## src/rtl/compute_arbiter.sv

```systemverilog
// rtl/compute_arbiter.sv - round-robin arbiter sharing one compute unit among four requesters
//
// Ports:
//   clk, rst_n          clock and synchronous active-low reset
//   req_i, req_type_i   per-unit request level (held until done_o) and operation type
//   grant_o             one-hot grant, also the external operand-mux select
//   done_o              one-hot, one-cycle completion pulse to the granted unit
//   timeout_o           pulses with done_o when the compute unit never answered
//   busy_o              high whenever the FSM is not IDLE
//   cu_unit_id          winner ID presented to the shared compute unit
//   cu_request          one-cycle start pulse to the shared compute unit
//   cu_comp_type        latched operation type of the winner
//   cu_ready, cu_done   compute unit idle / completion indications

package compute_arbiter_pkg;
  typedef logic [1:0] computation_type_t;
endpackage

module compute_arbiter
  import compute_arbiter_pkg::*;
#(
  parameter int NUM_UNITS      = 4,
  parameter int TIMEOUT_CYCLES = 64
) (
  input  logic                                 clk,
  input  logic                                 rst_n,
  input  logic              [NUM_UNITS-1:0]    req_i,
  input  computation_type_t [NUM_UNITS-1:0]    req_type_i,
  output logic              [NUM_UNITS-1:0]    grant_o,
  output logic              [NUM_UNITS-1:0]    done_o,
  output logic                                 timeout_o,
  output logic                                 busy_o,
  output logic              [1:0]              cu_unit_id,
  output logic                                 cu_request,
  output computation_type_t                    cu_comp_type,
  input  logic                                 cu_ready,
  input  logic                                 cu_done
);

  localparam int CNT_W = (TIMEOUT_CYCLES > 1) ? $clog2(TIMEOUT_CYCLES) : 1;
  localparam logic [CNT_W-1:0] CNT_LAST = CNT_W'(TIMEOUT_CYCLES - 1);
  localparam logic [NUM_UNITS-1:0] UNIT0 = NUM_UNITS'(1);

  typedef enum logic [1:0] {
    IDLE    = 2'd0,
    ISSUE   = 2'd1,
    WAIT    = 2'd2,
    RELEASE = 2'd3
  } state_t;

  state_t            state_q, state_d;
  logic [1:0]        rr_ptr_q, rr_ptr_d;
  logic [1:0]        winner_q, winner_d;
  logic [NUM_UNITS-1:0] grant_q, grant_d;
  computation_type_t comp_type_q, comp_type_d;
  logic [CNT_W-1:0]  cnt_q, cnt_d;
  logic              tmo_q, tmo_d;

  logic [1:0]        arb_win;
  logic [1:0]        arb_idx;

  // Round-robin search upward from rr_ptr+1. Walking the offsets from the
  // far end downward lets the nearest requester overwrite any farther one.
  always_comb begin
    arb_win = 2'd0;
    arb_idx = 2'd0;
    for (int i = NUM_UNITS; i >= 1; i--) begin
      arb_idx = rr_ptr_q + 2'(i);
      if (req_i[arb_idx]) begin
        arb_win = arb_idx;
      end
    end
  end

  always_comb begin
    state_d     = state_q;
    rr_ptr_d    = rr_ptr_q;
    winner_d    = winner_q;
    grant_d     = grant_q;
    comp_type_d = comp_type_q;
    cnt_d       = cnt_q;
    tmo_d       = tmo_q;
    case (state_q)
      IDLE: begin
        if (|req_i && cu_ready) begin
          state_d     = ISSUE;
          winner_d    = arb_win;
          grant_d     = UNIT0 << arb_win;
          comp_type_d = req_type_i[arb_win];
        end
      end
      ISSUE: begin
        cnt_d   = '0;
        tmo_d   = 1'b0;
        state_d = WAIT;
      end
      WAIT: begin
        // A completion in the final counted cycle still beats the timeout.
        if (cu_done) begin
          state_d = RELEASE;
        end else if (cnt_q == CNT_LAST) begin
          state_d = RELEASE;
          tmo_d   = 1'b1;
        end else begin
          cnt_d = cnt_q + CNT_W'(1);
        end
      end
      RELEASE: begin
        grant_d  = '0;
        rr_ptr_d = winner_q;
        state_d  = IDLE;
      end
      default: state_d = IDLE;
    endcase
  end

  always_ff @(posedge clk) begin
    if (!rst_n) begin
      state_q     <= IDLE;
      rr_ptr_q    <= 2'd3;
      winner_q    <= 2'd0;
      grant_q     <= '0;
      comp_type_q <= '0;
      cnt_q       <= '0;
      tmo_q       <= 1'b0;
    end else begin
      state_q     <= state_d;
      rr_ptr_q    <= rr_ptr_d;
      winner_q    <= winner_d;
      grant_q     <= grant_d;
      comp_type_q <= comp_type_d;
      cnt_q       <= cnt_d;
      tmo_q       <= tmo_d;
    end
  end

  assign grant_o      = grant_q;
  assign done_o       = (state_q == RELEASE) ? (UNIT0 << winner_q) : '0;
  assign timeout_o    = (state_q == RELEASE) && tmo_q;
  assign busy_o       = (state_q != IDLE);
  assign cu_unit_id   = winner_q;
  assign cu_request   = (state_q == ISSUE);
  assign cu_comp_type = comp_type_q;

endmodule

```

## config.mk

```make
export PLATFORM = sky130hd
export DESIGN_NAME = compute_arbiter
export DESIGN_NICKNAME = d
export VERILOG_FILES = /design/src/rtl/compute_arbiter.sv
export SDC_FILE = /design/constraint.sdc
export NUM_CORES = 1
export LEC_CHECK = 0
export BUFFER_PORTS_ARGS = -buffer_cell sky130_fd_sc_hd__buf_2
export CAP_MARGIN = 20
export CORE_ASPECT_RATIO = 0.75
export CORE_MARGIN = 2
export CORE_UTILIZATION = 54
export DETAILED_ROUTE_END_ITERATION = 6
export PLACE_DENSITY = 0.84
export SYNTH_ARGS = -nofsm -noshare
export SYNTH_HDL_FRONTEND = slang
export SYNTH_SLANG_ARGS = --single-unit
```

## constraint.sdc

```tcl
create_clock -name clk -period 4.34 [get_ports clk]
set_input_delay 0.651 -clock clk [delete_from_list [all_inputs] [get_ports clk]]
set_output_delay 0.651 -clock clk [all_outputs]
set_load 0.05 [all_outputs]
```

; ---- After elaboration in Yosys (flattened, before gate mapping)
; Index checks and enable logic that the tools add are counted.
[totals]
reg_bits = 19
latchBits = 0
ram_bits = 0
rom_bits = 0
input_bits = 16
output_inout_bits = 15
elab_cells = 66
n_memories = 0
[op_classes]
n_addsub = 4
multipliers = 0
div_mod_pow = 0
order_cmp = 5
eq_ne = 9
shift = 2
n_mux = 27
n_bitwise = 0
reduce_logical = 12
[op_table]
columns = operator, n
row1 = 2-to-1 mux 2 bit, 8
row2 = less-than comparator 2 x 3 -> 1 bit (second input constant), 5
row3 = 2-to-1 mux 6 bit, 2
row4 = one-hot mux 6 bit (2 select lines), 1
row5 = binary-select mux 1 bit (select 2 bit), 4
row6 = 2-to-1 mux 4 bit, 2
row7 = inequality test 2 bit (second input constant), 4
row8 = one-hot mux 2 bit (4 select lines), 1
row9 = one-hot mux 4 bit (2 select lines), 1
row10 = << shifter 1 x 2 -> 4 bit (first input constant), 2
row11 = adder 6 x 1 -> 6 bit (second input constant), 1
row12 = equality test 6 bit (second input constant), 1
row13 = 2-to-1 mux 1 bit, 6
row14 = AND reduction 2 bit, 3
row15 = AND reduction 3 bit, 2
row16 = nonzero test 2 bit, 3
row17 = adder 2 bit (second input constant), 2
row18 = binary-select mux 2 bit (select 2 bit), 1
row19 = equality test 2 bit (second input constant), 2
row20 = OR reduction 4 bit, 1
row21 = inequality test 3 bit (second input constant), 1
row22 = adder 2 x 1 -> 2 bit (second input constant), 1
row23 = equality test 2 x 1 -> 1 bit (second input constant), 1
row24 = logical AND 1 bit, 2
row25 = 2 further kinds, 2

; ---- Logic depth before layout (Yosys ltp)
[logic_depth]
depth_word = 9
mapped_depth = 7
mapped_depth_nobuf = 7

; ---- Worst setup path before layout
; Ideal clock, no wire load.
[synth_path]
kind = register to output
from = reg state_q[0]
to = out done_o[2]
arrival_time_ps = 2061
t_required_ps = 3689
setup_slack_ps = 1628
path_stages_with_launch = 5
n_path_buf = 1
path_cell_list = dfxtp_1 > ha_1 > clkbuf_1 > inv_1 > nor3b_1
[synth_between]
elab_chain_cells = 2
[synth_lines]
columns = item, line_no
row1 = from (decl), 51  ; state_t state_q, state_d;
row2 = from (signal assigned), 127  ; state_q <= state_d;
row3 = equality test 2 bit, 138  ; assign done_o = (state_q == RELEASE) ? (UNIT0 << winner_q) : '0;
row4 = 2-to-1 mux 4 bit, 138
row5 = to (decl), 30  ; output logic [NUM_UNITS-1:0] done_o,
; No other way between the ends.

; ---- Final worst setup path
[layout_path]
from = reg state_q[1]
to = out done_o[2]
; The elaborated chain is that of the path after synthesis.

==> impl_results.md <==
* Library cells used by synthesis at 37
* Worst skew pair latency at 0.30 ns
* Rows at 14
* DP HPWL at 1.86 mm
* Fin nets at 179
* Fin Clk Skew at between 0.004 and 0.005 ns
* Filler instances at 172
* Tmin final at 2.47 ns
* Area Growth Syn to Fin at 17.7%
* Syn nets at 147
* RSZ-0062 raised after global routing: no
* Post-CTS resize count at 0
* Pin count of the biggest net entering global routing at 16
* Die Width at about 56 µm
* Simple-gate portion of the synthesized area at between 20 and 25%
* Status: finished clean
* Synth Area in Adders at 6.90%
* Crit Path Class: reg -> out
* Worst Reg-to-Reg Cells at 5
* First-pass GRT wire length at just under 4 mm
* Pleak at 0.612 nW
* CTS tree: done
* Critical Path RT at 3.69 ns
* Synth warn at 0
* Max-slew headroom at approximately three fifths
* Main combinational cell family by area after synthesis: compound AO/OA/AOI/OAI gates
* Yosys top cell area share at about a third
* Final setup TNS at 0 ns
* I/O Buffers at 30
* Mapped cell area at 1090 µm²
* Top post-synthesis cells by area: dfxtp_1 (35%), ha_1 (6.9%), mux2i_1 (5.5%)
* Switch share at 47.6%
* Initial antenna violation count at 0
* Hold_ws at 0.465 ns
* Reg clk slew, reported paths at roughly 0.11 ns
* Maximum VDD drop at 0.000362 V
* DRC viols at 0
* Power Density at around 480 nW/µm²
* ANT nets after route at 0
* Post-synthesis compound-gate area fraction at 22.5%
* Core Region at 1960 µm²
* Post-Route WL at 2.41 mm
* CTS Sinks at 19
* CP max FO at 9
* Seq pwr share at 35.7%
* Mux contribution to synthesized area at 5.52%
* Fmax at 0.404 GHz
* Global route overflow at 0
* Share of cells above drive strength 1 at about a quarter
* Pint at 0.324 mW
* Arrival time at the worst endpoint at 1.82 ns
* H-tree depth at 1
* CP endpoint kind: primary output
* Die Span Y at 42.9 µm
* Max Root-Sink Buffers at 2
* Hold Path Stages at 2
* Period utilization at 57.0%
* Comb power frac at 49.6%
* Per-cell routed wire length at 13.4 µm
* Mapped Cells at 125
* Initial core utilization at 55.5%
* Final setup violation count at 0
* DR iter-0 viols at 41
* Final Hold Fails at 0
* # IOs at 31
* Synth Area per Inst at 8.71 µm²
* Max-cap violations at 0
* Clock power share at approximately 15%
* # diodes at 0
* Yosys reg bits at 19
* TritonCTS buffer count at 3
* Worst Tran Pin Value at 0.602 ns
* Register area share after synthesis at 34.9%
* Post-synthesis xor/xnor area fraction at 3.22%
* Top FF cell, synth: dfxtp_1
* Worst hold path class: reg -> reg
* DR pass1 iterations at 4
* Setup Buffers After CTS at 0
* Vias at 996
* Ys async rst share at 0%
* Register area at 380 µm²
* Root Buffer: clkbuf_4
* Biggest area consumer among synthesized cells: dfxtp_1
* Number of global-route vias before repair at approximately 900
* Critical Path Start Type: register
* Die area at 2390 µm²
* R2R setup slack at 2.59 ns
* Gpl congestion at between 0.8 and 0.9
* EDFF count, synth at 0
* GRT Overall Usage at around a fifth
* Sw power at 0.293 mW
* Cts hold-fix bufs at 0
* Multi-input gate area at around 650 µm²
* Final Max Tran Viols at 0
* Via/cell ratio at ~5.5
## synth_stat cells, types with 2 or more instances
cell,count
xor2_1,4
nor2b_1,5
dfxtp_1,19
a21boi_1,2
a211oi_1,6
nor2_1,10
o21a_1,2
a21o_1,2
o21ai_0,5
nand2_1,7
a31oi_1,2
ha_1,6
and2_1,3
nor3b_1,3
mux2i_1,6
a21oi_1,2
o211ai_1,5
inv_1,11
clkbuf_1,2
and3_1,6
## stage by stage
stage	power, mW	instances	utilization [%]	setup slack (ns)	area [µm²]
3_5_place_dp	0.526	176	63.9	2.21	1250
4_1_cts	0.619	180	65.3	1.86	1280
5_1_grt	0.655	180	65.3	1.79	1280
6_report	0.617	180	65.3	1.87	1280
3_3_place_gp	0.520	176	63.9	2.31	1250
2_1_floorplan	0.460	125	-	1.63	1090
## layer usage
layer	vias up	global-route usage (%)	routed length, µm
li1	510	-	-
met2	22	35.5	1150
met1	462	27.4	1120
met3	2	6.40	128
met5	-	0	0
met4	0	1.43	8
## cells in the final DEF, fill, tap and decap left out, drive strengths merged, types with 4 or more instances in the layout
master,netlist,final
o21ai,6,6
dfxtp,19,19
ha,6,6
mux2i,6,6
and3,7,7
nand2,7,7
o211ai,5,5
inv,11,11
a211oi,6,6
xor2,4,4
buf,1,30
nor2,10,10
nor2b,5,5
## worst paths after layout
path                endpoint       start
hold reg to reg   grant_o[3]  grant_o[3]
hold / removal    grant_o[3]  grant_o[3]
setup / recovery   done_o[2]  state_q[1]
setup reg to reg  state_q[1]    cnt_q[0]
## final cells by class
type | count | share of cell area, %
clock inverter | 1 | 0.391
tap | 24 | 2.34
multi-input combinational | 92 | 50.9
inverter | 11 | 3.22
sequential | 19 | 29.7
timing repair buffer | 30 | 11.7
clock buffer | 3 | 1.76
## sequential cells by signal (all words and copies together), names as in the netlist
name / cells
state_q: 2
cu_comp_type: 2
grant_o: 4
cu_unit_id: 2
cnt_q: 6
tmo_q: 1
rr_ptr_q: 2
## logic make-up (layout without fill, tap and decap cells)
| group | Yosys count | count (layout) |
|---|---|---|
| AND/OR/NAND/NOR | 42 | 42 |
| AO/OA/AOI/OAI | 34 | 34 |
| flip-flops | 19 | 19 |
| buffers and inverters | 14 | 45 |
| adder cells (fa/ha/maj) | 6 | 6 |
| multiplexers | 6 | 6 |
| XOR/XNOR | 4 | 4 |
## critical path, cell delays in order (launching register included)
cell	delay, ns
dfxtp_1	0.38
ha_1	0.42
inv_1	0.18
nor3b_1	0.24
buf_2	0.30
## power groups by stage
| stage | clock network, mW | registers (mW) | logic [mW] |
|---|---|---|---|
| after global routing | 0.102 | 0.223 | 0.329 |
| after floorplan | 0 | 0.266 | 0.194 |
| after CTS | 0.0943 | 0.220 | 0.305 |
| after global placement | 0 | 0.223 | 0.298 |
| after detailed placement | 0 | 0.223 | 0.302 |
| final | 0.0909 | 0.220 | 0.306 |
(Power assumes the default switching activity.)
